===== src/rtl/ddr_lane_tx.sv =====
// ---------------------------------------------------------------------------
// ddr_lane_tx
// Byte-stream to DDR-lane transmitter. Each clk cycle carries one dibit:
// out_d0 feeds the rising-edge half and out_d180 the falling-edge half of an
// output DDR IO pair. A frame is preamble (0x55 bytes) + SFD + payload, every
// byte sent LSB first, followed by an idle inter-frame gap.
//
// Ports
//   clk       in   PLL global clock
//   rst_n     in   synchronous, active-low reset
//   s_data    in   payload byte, taken only on handshake (s_valid & s_ready)
//   s_valid   in   payload byte available
//   s_last    in   marks s_data as the final byte of the frame
//   s_ready   out  one-cycle pulse: the presented byte is taken this cycle
//   out_d0    out  first bit of the current dibit
//   out_d180  out  second bit of the current dibit
//   busy      out  high whenever the transmitter is not idle
//   underrun  out  one-cycle pulse: frame aborted, no byte at handshake
// ---------------------------------------------------------------------------
module ddr_lane_tx #(
   parameter int unsigned PREAMBLE_BYTES = 7,
   parameter logic [7:0]  SFD            = 8'hD5,
   parameter int unsigned IFG_CYCLES     = 12
) (
   input  logic       clk,
   input  logic       rst_n,
   input  logic [7:0] s_data,
   input  logic       s_valid,
   input  logic       s_last,
   output logic       s_ready,
   output logic       out_d0,
   output logic       out_d180,
   output logic       busy,
   output logic       underrun
);

   localparam logic [2:0] ST_IDLE = 3'd0;
   localparam logic [2:0] ST_PRE  = 3'd1;
   localparam logic [2:0] ST_SFD  = 3'd2;
   localparam logic [2:0] ST_DATA = 3'd3;
   localparam logic [2:0] ST_GAP  = 3'd4;

   localparam logic [3:0] PRE_LAST = 4'(PREAMBLE_BYTES - 1);
   localparam logic [7:0] GAP_LAST = 8'(IFG_CYCLES - 1);

   // state_q and the counters describe the dibit currently on the outputs
   logic [2:0] state_q, state_d;
   logic [1:0] dib_q, dib_d;
   logic [3:0] pre_cnt_q, pre_cnt_d;
   logic [7:0] gap_cnt_q, gap_cnt_d;
   logic [7:0] byte_q, byte_d;
   logic       last_q, last_d;
   logic       out_d0_q, out_d0_d;
   logic       out_d180_q, out_d180_d;
   logic       s_ready_q, s_ready_d;
   logic       busy_q, busy_d;
   logic       underrun_q, underrun_d;

   // Next-state, counter and byte-load logic
   always_comb begin
      state_d    = state_q;
      dib_d      = dib_q;
      pre_cnt_d  = pre_cnt_q;
      gap_cnt_d  = gap_cnt_q;
      byte_d     = byte_q;
      last_d     = last_q;
      underrun_d = 1'b0;
      case (state_q)
         ST_IDLE: begin
            if (s_valid) begin
               state_d   = ST_PRE;
               dib_d     = 2'd0;
               pre_cnt_d = 4'd0;
            end else begin
               state_d   = ST_IDLE;
            end
         end
         ST_PRE: begin
            dib_d = dib_q + 2'd1;
            if (dib_q == 2'd3) begin
               if (pre_cnt_q == PRE_LAST) begin
                  // The SFD is serialised through the same byte path as payload
                  state_d = ST_SFD;
                  byte_d  = SFD;
                  last_d  = 1'b0;
               end else begin
                  pre_cnt_d = pre_cnt_q + 4'd1;
               end
            end else begin
               state_d = ST_PRE;
            end
         end
         ST_SFD, ST_DATA: begin
            dib_d = dib_q + 2'd1;
            if (dib_q == 2'd3) begin
               if (last_q) begin
                  state_d   = ST_GAP;
                  gap_cnt_d = 8'd0;
               end else if (s_valid) begin
                  state_d = ST_DATA;
                  byte_d  = s_data;
                  last_d  = s_last;
               end else begin
                  // Handshake with nothing offered: abandon the frame
                  state_d    = ST_GAP;
                  gap_cnt_d  = 8'd0;
                  underrun_d = 1'b1;
               end
            end else begin
               state_d = state_q;
            end
         end
         ST_GAP: begin
            if (gap_cnt_q == GAP_LAST) begin
               state_d = ST_IDLE;
            end else begin
               gap_cnt_d = gap_cnt_q + 8'd1;
            end
         end
         default: begin
            state_d = ST_IDLE;
         end
      endcase
   end

   // Output values for the dibit that will be shown next cycle
   always_comb begin
      out_d0_d   = 1'b0;
      out_d180_d = 1'b0;
      case (state_d)
         ST_PRE: begin
            out_d0_d   = 1'b1;
            out_d180_d = 1'b0;
         end
         ST_SFD, ST_DATA: begin
            out_d0_d   = byte_d[{dib_d, 1'b0}];
            out_d180_d = byte_d[{dib_d, 1'b1}];
         end
         default: begin
            out_d0_d   = 1'b0;
            out_d180_d = 1'b0;
         end
      endcase
      // Ready coincides with the last dibit of the SFD or of a non-last byte
      s_ready_d = ((state_d == ST_SFD) || (state_d == ST_DATA)) &&
                  (dib_d == 2'd3) && !last_d;
      busy_d    = (state_d != ST_IDLE);
   end

   // State and registered-output update with synchronous reset
   always_ff @(posedge clk) begin
      if (!rst_n) begin
         state_q    <= ST_IDLE;
         dib_q      <= 2'd0;
         pre_cnt_q  <= 4'd0;
         gap_cnt_q  <= 8'd0;
         byte_q     <= 8'd0;
         last_q     <= 1'b0;
         out_d0_q   <= 1'b0;
         out_d180_q <= 1'b0;
         s_ready_q  <= 1'b0;
         busy_q     <= 1'b0;
         underrun_q <= 1'b0;
      end else begin
         state_q    <= state_d;
         dib_q      <= dib_d;
         pre_cnt_q  <= pre_cnt_d;
         gap_cnt_q  <= gap_cnt_d;
         byte_q     <= byte_d;
         last_q     <= last_d;
         out_d0_q   <= out_d0_d;
         out_d180_q <= out_d180_d;
         s_ready_q  <= s_ready_d;
         busy_q     <= busy_d;
         underrun_q <= underrun_d;
      end
   end

   assign out_d0   = out_d0_q;
   assign out_d180 = out_d180_q;
   assign s_ready  = s_ready_q;
   assign busy     = busy_q;
   assign underrun = underrun_q;

endmodule


===== config.mk =====
export PLATFORM = sky130hd
export DESIGN_NAME = ddr_lane_tx
export DESIGN_NICKNAME = d
export VERILOG_FILES = /design/src/rtl/ddr_lane_tx.sv
export SDC_FILE = /design/constraint.sdc
export NUM_CORES = 1
export LEC_CHECK = 0
export BUFFER_PORTS_ARGS = -buffer_cell sky130_fd_sc_hd__buf_2
export CORE_ASPECT_RATIO = 1.75
export CORE_UTILIZATION = 51
export DETAILED_ROUTE_END_ITERATION = 10
export GPL_TIMING_DRIVEN = 0
export PLACE_DENSITY = 0.84
export SLEW_MARGIN = 20
export SYNTH_ARGS = -nofsm -noshare
export SYNTH_HDL_FRONTEND = slang
export SYNTH_SLANG_ARGS = --single-unit

===== constraint.sdc =====
create_clock -name clk -period 1.88 [get_ports clk]
set_clock_uncertainty 0.05 [all_clocks]
set_input_delay 0.188 -clock clk [delete_from_list [all_inputs] [get_ports clk]]
set_output_delay 0.188 -clock clk [all_outputs]
set_load 0.1 [all_outputs]

==> impl_results.rst <==
.. list-table::
   :header-rows: 1

   * - Metric
     - Value
   * - Pwr/cell area
     - roughly 730 nW/µm²
   * - Buffers on Ports
     - 15
   * - RSZ-0062 raised after global routing
     - true
   * - CP max-delay cell
     - dfxtp_2
   * - Total negative setup slack
     - 0 ns
   * - Final worst-path cycle share
     - between 90% and 100%
   * - # hold bufs at CTS
     - 0
   * - Layout cell share with drive strength beyond 1
     - between 20% and 30%
   * - Post-DR vias/cell
     - slightly above 6
   * - Tot GR Track Use
     - roughly a quarter
   * - Worst min-delay path class
     - in -> reg
   * - Fin. max-slew vios
     - 0
   * - Post-synth cell types
     - 41
   * - Core area
     - roughly 2800 µm²
   * - Count of mapped cells out of synthesis
     - 170
   * - Max-cap check violation count
     - 0
   * - Diode insertion count for antenna repair
     - 0
   * - Total global routing overflow
     - 0
   * - Overall die width
     - around 43 µm
   * - Vias in the first global route
     - 1426
   * - Nets
     - between 200 and 250
   * - Share of the synthesized area in the top cell type
     - between 40% and 50%
   * - Sequential share of the synthesized area
     - between 40% and 50%
   * - FILL cells
     - between 200 and 250
   * - Fin. Hold Viols
     - 0
   * - Relative max-transition margin
     - roughly two thirds
   * - Setup WS post-layout
     - about 0.053 ns
   * - Remaining antenna violation count after routing
     - 0
   * - Kind of launch point of the worst setup path
     - register
   * - Peak VDD IR
     - ~0.65 mV
   * - Post-Route WL
     - 3490 µm
   * - WP data arrival
     - a little under 2 ns
   * - Most common cell on crit path
     - a211o_1
   * - Die outline area
     - roughly 3200 µm²
   * - Worst Setup End Kind
     - register
   * - Maximum clock path buffer count
     - 2
   * - Violation count after the first detailed-routing iteration
     - 28
   * - Wire length of the first global-routing pass
     - approximately 6100 µm
   * - Min Tclk post-route
     - around 1.8 ns
   * - Leading post-synthesis cells by cell area
     - dfxtp_1 (41%), xnor2_1 (5.8%), nor2_1 (4.4%)
   * - Peak fanout along the critical path
     - 7
   * - Vias after detailed routing
     - between 1000 and 1500
   * - Antenna violations before repair
     - 0
   * - Hold Startpoint
     - s_valid
   * - Count of H-tree levels built during CTS
     - 2
   * - Final setup violation count
     - 0
   * - Critical path start-end classification
     - reg -> reg
   * - Transition at the pin with the smallest max-transition slack
     - a little under 0.5 ns
   * - Detailed placement HPWL
     - around 2700 µm
   * - Netlist Area Pre-Place
     - ~1500 µm²
   * - P_leak
     - about 0.7 nW
   * - Initial core utilization
     - a little under three fifths
   * - Number of ports placed on the die boundary
     - 17
   * - Count of yosys warnings during synthesis
     - 0
   * - Avg Synthesized Cell Area
     - just under 9 µm²
   * - Share of flip-flops with an asynchronous set or reset after synthesis
     - 0%
   * - Worst Setup Slack post-DPL
     - -0.0869 ns
   * - GPL Wtd Cong
     - ~0.84
   * - Slowest cell delay on critical path
     - 0.34 ns
   * - Data required, critical path
     - about 2.1 ns
   * - Die height
     - roughly 74 µm
   * - Post-route DRC
     - 0
   * - Crit. Startpoint
     - dib_q[0]
   * - Number of iterations in the first detailed-routing pass
     - 4
   * - Post-synth EDFFs
     - 0
   * - Root buffer cell
     - clkbuf_8
   * - Number of nets in the synthesized netlist
     - between 150 and 200
   * - Synth top cells by count
     - dfxtp_1 (31), nor2_1 (18), nand2_1 (12)
   * - Status
     - completed
   * - Most frequently used cell type in the post-synthesis netlist
     - dfxtp_1
   * - Source of the worst register-to-register timing path
     - dib_q[0]
   * - Reg clk slew, reported paths
     - about 0.06 ns
   * - CTS sink count
     - 31
   * - FMAX
     - around 550 MHz
   * - Source-to-sink clock delay at the later pin of the worst-skew pair
     - approximately 0.29 ns
   * - CP cell instances
     - ha_4 -> and4b_2 -> a211o_1 -> a211o_1 -> nor2b_1 -> a31oi_1
   * - Library cell with the largest summed area after synthesis
     - dfxtp_1
   * - Pin count of the biggest net entering global routing
     - 11
   * - DR WL/cell
     - ~16 µm
   * - Leading register cell type out of synthesis
     - dfxtp_1
   * - Site row count
     - 25
   * - Num CTS Buffers
     - 5
   * - TritonCTS clock tree
     - built
   * - Synthesized flop and latch total
     - 31
   * - Total power after layout
     - between 1 and 1.5 mW
   * - Syn-to-layout area delta
     - 16.1%
cells in the final DEF (no fill, tap or decap), types with 3 or more instances in the layout:
master	n
a21oi_1	4
a31oi_1	7
and2_1	4
buf_2	18
clkbuf_1	3
clkbuf_8	5
dfxtp_1	28
dfxtp_2	3
inv_1	6
nand2_1	12
nand3_1	9
nor2_1	17
nor2b_1	6
nor3_1	4
o21ai_0	6
xnor2_1	10
state kept, by name (all words and copies together) (netlist names):
name       count
busy           1
byte_q         8
dib_q          2
s_ready        1
out_d0         1
pre_cnt_q      4
state_q        3
out_d180       1
gap_cnt_q      8
underrun       1
last_q         1
worst paths after layout:
path | slack, ns | depth (start not counted) | end
worst max-delay path | 0.05 | 6 | out_d0
worst min-delay path | 0.06 | 2 | underrun
worst max register to register | 0.05 | 6 | out_d0
worst min register to register | 0.46 | 2 | gap_cnt_q[1]
cell type report:
class | instances | area (µm²) | area share [%]
clock buffers | 7 | 76.3 | 4.33
well taps | 27 | 33.8 | 1.92
clock inverters | 1 | 5.00 | 0.284
inverters | 6 | 22.5 | 1.28
multi-input cells | 126 | 872 | 49.5
plain buffers | 7 | 46.3 | 2.63
flip-flops and latches | 31 | 624 | 35.4
repair buffers | 16 | 82.6 | 4.68
cell families (layout without fill, tap and decap cells):
| group | Yosys count | in the layout | share of synthesized area [%] |
|---|---|---|---|
| and+or+nand+nor | 71 | 71 | 25.3 |
| xor gates and xnor gates | 10 | 10 | 5.77 |
| AOI/OAI and AO/OA | 38 | 38 | 18.0 |
| buffers and inverters | 13 | 37 | 4.45 |
| DFF | 31 | 31 | 40.9 |
| muxes | 3 | 3 | 2.31 |
| adders and majority gates | 4 | 4 | 3.30 |
stage by stage:
step | utilization (%) | area [µm²] | hold slack, ns | std cells
2_1_floorplan | - | 1520 | 0.260 | 170
4_1_cts | 63.1 | 1740 | 0.0586 | 221
6_report | 64.0 | 1760 | 0.0630 | 221
3_3_place_gp | 59.1 | 1630 | 0.354 | 212
3_5_place_dp | 59.1 | 1630 | 0.364 | 212
5_1_grt | 64.0 | 1760 | 0.0685 | 221
per-layer routing:
metal | wire [µm] | vias to the layer above | GRT usage (%)
met5 | 0 | - | 0
met4 | 184 | 0 | 20.2
met3 | 123 | 18 | 6.31
met2 | 1910 | 27 | 44.8
met1 | 1270 | 651 | 24.3
li1 | - | 656 | -
power breakdown:
part	internal (mW)	switching (mW)
sequential	0.667	0.00550
combinational	0.0411	0.0778
clock	0.259	0.230
repair_timing:
item,CTS,global route
setup endpoints to repair,7,8
resized for setup,6,9
pin swaps,0,4
setup buffers,1,0
critical path, delay by kind of cell (launching register included):
kind / cells / cell delay (ns)
compound gates: 3 / 0.74
simple gates: 2 / 0.44
flops: 1 / 0.34
fa+ha+maj: 1 / 0.19
Note: power is estimated with default switching activity, not from simulation.
